## config.mk

```make
export PLATFORM = sky130hd
export DESIGN_NAME = l1_pte_responder
export DESIGN_NICKNAME = d
export VERILOG_FILES = /design/src/rtl/l1_pte_responder.sv
export SDC_FILE = /design/constraint.sdc
export NUM_CORES = 1
export LEC_CHECK = 0
export CORE_ASPECT_RATIO = 0.6
export CORE_MARGIN = 10
export CORE_UTILIZATION = 59
export DETAILED_ROUTE_END_ITERATION = 8
export PLACE_DENSITY = 0.82
export SYNTH_ARGS = -nofsm -noshare
export SYNTH_HDL_FRONTEND = slang
export SYNTH_SLANG_ARGS = --single-unit
```

## constraint.sdc

```tcl
create_clock -name clk_i -period 7.7 [get_ports clk_i]
set_input_delay 1.155 -clock clk_i [delete_from_list [all_inputs] [get_ports clk_i]]
set_output_delay 1.155 -clock clk_i [all_outputs]
set_load 0.01 [all_outputs]
```

## src/rtl/l1_pte_responder.sv

```systemverilog
`default_nettype none
// ------------------------------------------------------------------------------
// l1_pte_responder: direct-mapped PTE cache for a page walker, single outstanding miss.
// Rev 1.0
// ------------------------------------------------------------------------------
module l1_pte_responder #(
  parameter int ENTRIES = 8
) (
  input  logic        clk_i,
  input  logic        resetn_i,
  input  logic [27:0] l1_va_i,
  input  logic        l1_va_vld_i,
  input  logic        l1_cancel_i,
  output logic [31:0] l1_pa_o,
  output logic        l1_vld_o,
  output logic        busy_o,
  output logic [25:0] mem_addr_o,
  output logic        mem_req_o,
  input  logic        mem_gnt_i,
  input  logic [31:0] mem_data_i,
  input  logic        mem_vld_i,
  input  logic        inv_i
);
  localparam int IDX_W = $clog2(ENTRIES);
  localparam int TAG_W = 26 - IDX_W;

  typedef enum logic [2:0] {
    IDLE      = 3'd0,
    LOOKUP    = 3'd1,
    MISS_REQ  = 3'd2,
    MISS_WAIT = 3'd3,
    RESP      = 3'd4
  } state_t;

  state_t             state;
  logic [25:0]        req_word;
  logic [ENTRIES-1:0] valid;
  logic [TAG_W-1:0]   tag_mem  [ENTRIES];
  logic [31:0]        data_mem [ENTRIES];

  logic [IDX_W-1:0]   req_idx;
  logic [TAG_W-1:0]   req_tag;
  logic               hit;
  logic               fill;
  logic               unused_bits;

  assign req_idx     = req_word[IDX_W-1:0];
  assign req_tag     = req_word[25:IDX_W];
  assign hit         = valid[req_idx] && (tag_mem[req_idx] == req_tag);
  assign fill        = (state == MISS_WAIT) && mem_vld_i;
  assign busy_o      = (state != IDLE);
  assign unused_bits = &{1'b0, l1_va_i[1:0]};

  always_ff @(posedge clk_i or negedge resetn_i) begin
    if (!resetn_i) begin
      state      <= IDLE;
      req_word   <= '0;
      l1_vld_o   <= 1'b0;
      l1_pa_o    <= '0;
      mem_req_o  <= 1'b0;
      mem_addr_o <= '0;
    end else begin
      l1_vld_o <= 1'b0;
      case (state)
        IDLE: begin
          if (l1_va_vld_i) begin
            req_word <= l1_va_i[27:2];
            state    <= LOOKUP;
          end
        end
        LOOKUP: begin
          if (l1_cancel_i) begin
            state <= IDLE;
          end else if (hit) begin
            state    <= RESP;
            l1_vld_o <= 1'b1;
            l1_pa_o  <= data_mem[req_idx];
          end else begin
            state      <= MISS_REQ;
            mem_req_o  <= 1'b1;
            mem_addr_o <= req_word;
          end
        end
        MISS_REQ: begin
          if (mem_gnt_i) begin
            state      <= MISS_WAIT;
            mem_req_o  <= 1'b0;
            mem_addr_o <= '0;
          end
        end
        MISS_WAIT: begin
          if (mem_vld_i) begin
            state    <= RESP;
            l1_vld_o <= 1'b1;
            l1_pa_o  <= mem_data_i;
          end
        end
        RESP:    state <= IDLE;
        default: state <= IDLE;
      endcase
    end
  end

  // Invalidate has priority over a coincident fill so the entry stays invalid.
  always_ff @(posedge clk_i or negedge resetn_i) begin
    if (!resetn_i) begin
      valid <= '0;
    end else if (inv_i) begin
      valid <= '0;
    end else if (fill) begin
      valid[req_idx] <= 1'b1;
    end
  end

  always_ff @(posedge clk_i) begin
    if (fill) begin
      tag_mem[req_idx]  <= req_tag;
      data_mem[req_idx] <= mem_data_i;
    end
  end

endmodule
`default_nettype wire

```

==> run summary <==
Layout cell share with drive strength beyond 1 -> 14.73%
Top_reg_cell synth -> edfxtp_1
Global Route Usage Sum -> 21.89%
Most frequent cells in the layout -> edfxtp_1 (440), clkdlybuf4s50_1 (124), nand2_1 (104), dfrtp_1 (94), mux2i_1 (85)
Synthesized net count -> 1340
Critical path depth -> 10
Root buffer cell -> clkbuf_16
Total die area -> 44550 sq um
Highest routed layer -> met4
Netlist Area Pre-Place -> 21410 sq um
CP Buf/Inv Count -> 2
Worst Setup Start Kind -> flop
Adder-cell share of the synthesized area -> 0%
PD cells -> 369.0 nW/um^2
Die span in x -> 265.9 um
GP Congestion -> 0.7884
Largest net degree at the start of global routing -> 98
Starting Density -> 60.45%
Worst path slowest cell -> dfrtp_4
Vias post-DR -> 11990
IO Count -> 128
HPWL Detailed -> 28330 um
Leading cell type in the layout, fill and taps excluded -> edfxtp_1
Synthesized flop and latch total -> 537
Largest family of logic cells by synthesized area -> multiplexers
Hold slack -> 0.4876 ns
First-pass DRT Iterations -> 6
Combinational cell fraction of total power -> 30.8%
Die height -> 167.5 um
Area of the core -> 35410 sq um
Max-slew violation count -> 0
ANT nets after route -> 0
CTS buffer count -> 46
First-pass GRT wire length -> 75090 um
Hold Buf Count CTS -> 0
Metal3 WL -> 4363 um
Peak VDD IR -> 0.0002054 V
Final hold viol count -> 0
Clock share of power -> 25.1%
Max-slew headroom -> 15.35%
Clock Latency Late Sink -> 0.56 ns
Post-CTS Resized -> 0
Async S/R FF share, synth -> 18.06%
P_int -> 0.006113 W
Max Cap Violations -> 0
Measured slew at the worst slew-check pin -> 1.263 ns
Clk sinks -> 537
Synth warn -> 0
Compound-Gate Fraction of Synth Area -> 5.792%
Met2 WL -> 24390 um
Leak pwr -> 8.698 nW
Setup Fix Bufs, Post-CTS -> 0
Nets -> 1463
P_sw -> 0.002940 W
Worst-case clock buffer depth -> 3
M1 WL -> 19560 um
Sw Share -> 32.47%
Status -> complete, no violations
Synth Area in Simple Gates -> 5.132%
Syn avg cell area -> 16.82 sq um
Vias per inst -> 6.308
H-tree Lvls -> 2
Mux cell area share after synthesis -> 13.02%
Hold Path Cell Cnt -> 1
Most numerous cell on the critical path -> buf_4
RSZ-0062 raised after global routing -> false
CP max stage delay -> 0.76 ns
Crit-path leading delay family -> simple AND/OR/NAND/NOR gates
Critical path class -> reg -> reg
IO buf count -> 125
Layout area overhead -> 14.61%
Worst Reg-to-Reg Cells -> 10
Sequential power share -> 44.1%
Mapped Cells -> 1273
Critical Path RT -> 8.12 ns
Worst Path Max Fanout -> 42
GRT Residual Overflow -> 0
HP Class -> reg -> reg
Critical Path AT -> 5.24 ns
Avg WL per Cell -> 25.91 um
Vias in the first global route -> 12450
Post-synth cell types -> 66
Fin crit share -> 62.58%
Final setup fails -> 0
Reg clk slew, reported paths -> 0.06 ns
# DRC -> 0
EDFF count, synth -> 440
Fillers -> 2186
Final WL -> 49250 um
Initial antenna violation count -> 2
Clock skew -> 0.01468 ns
Critical path endpoint category -> flop
TNS Setup -> 0 ns
Highest Clock Rate -> 207.5 MHz
Row cnt -> 53
Critical-path cell list -> buf_4 -> nand2b_1 -> a211oi_1 -> o31a_1 -> nor4_1 -> nand4_1 -> nor4b_2 -> a21oi_4 -> buf_4 -> mux2_1
DR iter-0 viols -> 1420
Xor and xnor area share after synthesis -> 0.4091%
Seq/Total Area, Yosys -> 73.06%
Final min period -> 4.818 ns
TritonCTS clock tree -> built
final timing paths:
path                                         start                          to  slack [ns]
min reg2reg                l1_pa_o[14]$_DFFE_PN0P_     l1_pa_o[14]$_DFFE_PN0P_        0.49
max                        req_word[1]$_DFFE_PN0P_     l1_pa_o[17]$_DFFE_PN0P_        2.88
max reg2reg                req_word[1]$_DFFE_PN0P_     l1_pa_o[17]$_DFFE_PN0P_        2.88
min in group asynchronous                 resetn_i     l1_pa_o[17]$_DFFE_PN0P_        0.58
min                        l1_pa_o[14]$_DFFE_PN0P_     l1_pa_o[14]$_DFFE_PN0P_        0.49
max in group asynchronous                 resetn_i  mem_addr_o[19]$_DFFE_PN0P_        5.88
cell type report:
cell class              count  area, sq um  share of cell area (%)
flip-flops and latches    537        15650                   63.78
multi-input cells         627         5271                   21.49
repair buffers            147         1426                   5.814
clock buffers              67         1301                   5.304
well taps                 467        584.3                   2.382
clock inverters            17        158.9                  0.6477
inverters                  37        138.9                  0.5661
diodes                      2        5.005                 0.02040
cells in the mapped netlist (7+ instances only):
cell      count  area, sq um
buf_6         9        101.4
nor4_1        7        43.79
buf_1         8        30.03
clkbuf_1     34        127.6
dfrtp_1      97         2427
o221ai_1      7        61.31
mux2i_1      85        850.8
a22oi_1      23        172.7
a21oi_1      33        165.2
edfxtp_1    440        13210
nand2_1     105        394.1
a31oi_1      20        125.1
inv_1        35        131.4
mux2_4       21        315.3
mux2_1       13        146.4
buf_2        11        55.05
nor3_1        8        40.04
xnor2_1      10        87.58
mux4_2       51         1149
o21ai_0      38        190.2
mux2_2       27        304.0
a221oi_1     23        201.4
nor2_1       59        221.5
nor2b_1      13        81.33
o22ai_1       9        56.30
buf_4         8        60.06
through the flow:
| step | instance area, sq um | total power, W | util (%) | setup WS, ns | std cells |
|---|---|---|---|---|---|
| 3_5_place_dp | 23070 | 0.006791 | 65.15 | 2.967 | 1815 |
| 3_3_place_gp | 23070 | 0.006694 | 65.15 | 3.152 | 1815 |
| 6_report | 24530 | 0.009053 | 69.28 | 2.882 | 1901 |
| 4_1_cts | 24530 | 0.009060 | 69.27 | 2.944 | 1899 |
| 5_1_grt | 24530 | 0.009421 | 69.28 | 2.684 | 1900 |
| 2_1_floorplan | 21410 | 0.005756 | - | 1.787 | 1273 |
power groups by stage:
stage	sequential (W)	combinational [W]	clock (W)
after floorplan	0.00389	0.00186	0
after global placement	0.00402	0.00267	0
after detailed placement	0.00405	0.00274	0
after CTS	0.00399	0.00278	0.00229
after global routing	0.00405	0.00298	0.00240
final	0.00399	0.00278	0.00227
sequential cells by signal, indices dropped and copies added, names as in the netlist:
name	flops
state	3
l1_vld_o	1
tag_mem	184
mem_addr_o	26
mem_req_o	1
data_mem	256
l1_pa_o	32
valid	8
req_word	26
per-layer routing:
metal  up-vias  track usage, %
met2       635           36.05
met1      6112           29.55
li1       5167               -
met3        78           4.272
met5         -               0
met4         0           5.916
kinds of logic after synthesis:
family / Yosys count
compound gates: 184
xor+xnor: 10
buf+inv: 109
flops: 537
mux: 198
simple gates: 235
(Power assumes the default switching activity.)
==> patch: new RTL, same settings <==
Change the parameter `ENTRIES` from 8 to 4.
--- a/src/rtl/l1_pte_responder.sv
+++ b/src/rtl/l1_pte_responder.sv
@@ -5,5 +5,5 @@
 // ------------------------------------------------------------------------------
 module l1_pte_responder #(
-  parameter int ENTRIES = 8
+  parameter int ENTRIES = 4
 ) (
   input  logic        clk_i,
Function: same outputs for any inputs over 4 cycles, from zero or initial values and one cycle with resetn_i low; that may be too few to reach the edited logic, so the function may still have changed.
==> patch against the unedited design <==
- core utilization increased by 2.4 points
- area after synthesis decreased by 41%
- count of clock-buffer cells in the layout down 28
- final area fell by 39%
- clock power is 40% lower
- critical endpoint is now mem_addr_o[22]$_DFFE_PN0P_
- worst setup slack improved by 400 ps
- power is 40% lower
- synthesized cell count is 50% lower
- wire length decreased by 50%
- sequential cell count is 220 lower
- critical path type unchanged
==> patch: results <==
metrics = {
    "placement": {
        "routabilityCongestion": 0.803,
        "hpwl_mm": 14.9,
        "placed_area_um2": 14100,
        "pre_cts_slack_ps": 3260,
        "dp.cells": 1023,
    },
    "yosys": {
        "synth_commonest_cells": "224 x edfxtp_1, 116 x mux2_2, 93 x dfrtp_1, 42 x mux4_2, 27 x nor2b_1",
        "synth_cell_type_count": 33,
        "syn_nets": 704,
        "synthAdderAreaFrac_pct": 0,
        "synth_xor_area_share_pct": 2.23,
        "synth-main-ff-cell": "edfxtp_1",
        "syn_area_per_cell_um2": 19.7,
        "synth_compound_area_share_pct": 0.877,
        "async_flop_share_pct": 29.3,
        "synthMuxAreaShare_pct": 20.7,
        "synth.area.top_cells": "edfxtp_1 54%, dfrtp_1 19%, mux2_2 10%, mux4_2 7.5%, xor2_1 1.5%",
        "seq_area_frac_synth_pct": 72.1,
        "synth_edf_count": 224,
    },
    "power": {
        "p_clk_w": 0.00137,
        "combPwrFrac_pct": 28.1,
        "p_leak_nw": 5.40,
        "powerDensity_nw_per_um2": 364,
        "power.largest_group": "sequential cells",
        "p_int_w": 0.00391,
        "vdd_drop_max_mv": 0.206,
    },
    "final_layout": {
        "finalNonFillerCells": 1075,
        "drive_above_1_share_pct": 29.5,
        "top_regs": "data_mem (128), tag_mem (96), l1_pa_o (32)",
        "nNetsFinal": 841,
        "antenna_cells": 0,
    },
    "clock_tree": {
        "clockBufferDepth": 3,
        "cts_htree_levels": 1,
        "clock-root-buffer": "clkbuf_16",
        "clkLatencyLatePin_ps": 540,
        "cts_made_buffers": 28,
    },
    "sta": {
        "setup_viol": 0,
        "relSlewSlack_pct": 20.8,
        "fmax_ghz": 0.226,
        "fin_worst_skew_ps": 22.2,
        "drv_slew": 0,
    },
    "setup_path": {
        "crit_type": "register to register",
        "crit_path_end": "mem_addr_o[22]$_DFFE_PN0P_",
        "crit_family": "multiplexers",
        "r2r_start": "req_word[0]$_DFFE_PN0P_",
        "worstPathArrival_ps": 4830,
        "worst-path-max-fanout": 33,
        "slowest_stage": "dfrtp_4",
        "cpPeakStageDelay_ps": 810,
        "r2r_cells": 8,
    },
    "routing": {
        "finalWirelength_mm": 24.5,
        "drt-initial-drc-count": 418,
        "via_per_inst": 5.80,
        "dr.pass1.iters": 5,
    },
    "grt": {
        "grt_usage_pct": 17.6,
        "grt_pass1_vias": 6818,
        "grt_pass1_wl_mm": 39.4,
        "grt_max_degree": 72,
        "antenna_found_initial": 0,
    },
    "status": {
        "status": "finished, final reports clean",
    },
}
## patch: cell types whose count changed after synthesis, moves of 25 or more
cell      change
nand2_1      -97
a21oi_1      -30
mux2i_1      -69
clkbuf_1     -25
nor2_1       -48
inv_1        -32
o21ai_0      -36
edfxtp_1    -216
mux2_2       +89
## patch: worst min-delay path by stage
stage                     slack, ps  cells past startpoint                    start                       to
after CTS                       510                      1   l1_pa_o[5]$_DFFE_PN0P_   l1_pa_o[5]$_DFFE_PN0P_
after detailed placement        490                      1   l1_pa_o[5]$_DFFE_PN0P_   l1_pa_o[5]$_DFFE_PN0P_
final                           510                      1   l1_pa_o[5]$_DFFE_PN0P_   l1_pa_o[5]$_DFFE_PN0P_
after floorplan                 450                      1     state[2]$_DFFE_PN0P_     state[0]$_DFFE_PN0P_
after global routing            520                      1  l1_pa_o[16]$_DFFE_PN0P_  l1_pa_o[16]$_DFFE_PN0P_
after global placement          480                      2     valid[0]$_DFFE_PN0P_     valid[0]$_DFFE_PN0P_
## patch: per-layer routing
| layer | GRT usage (%) | part of all wire, % | vias up | routed length, µm |
|---|---|---|---|---|
| met2 | 29.2 | 49 | 173 | 12100 |
| met4 | 2.89 | 1.1 | 0 | 269 |
| li1 | - | - | 2758 | - |
| met1 | 24.0 | 44 | 3287 | 10800 |
| met3 | 3.71 | 5.5 | 22 | 1360 |
| met5 | 0 | 0 | - | 0 |
## patch: layout make-up
| class | instances | area, µm² |
|---|---|---|
| Sequential cell | 317 | 9060 |
| Clock buffer | 39 | 843 |
| Timing Repair Buffer | 136 | 1330 |
| Inverter | 3 | 11.3 |
| Multi-Input combinational cell | 288 | 3360 |
| Clock inverter | 13 | 81.3 |
| Tap cell | 279 | 349 |
| Fill cell | 1259 | 5940 |
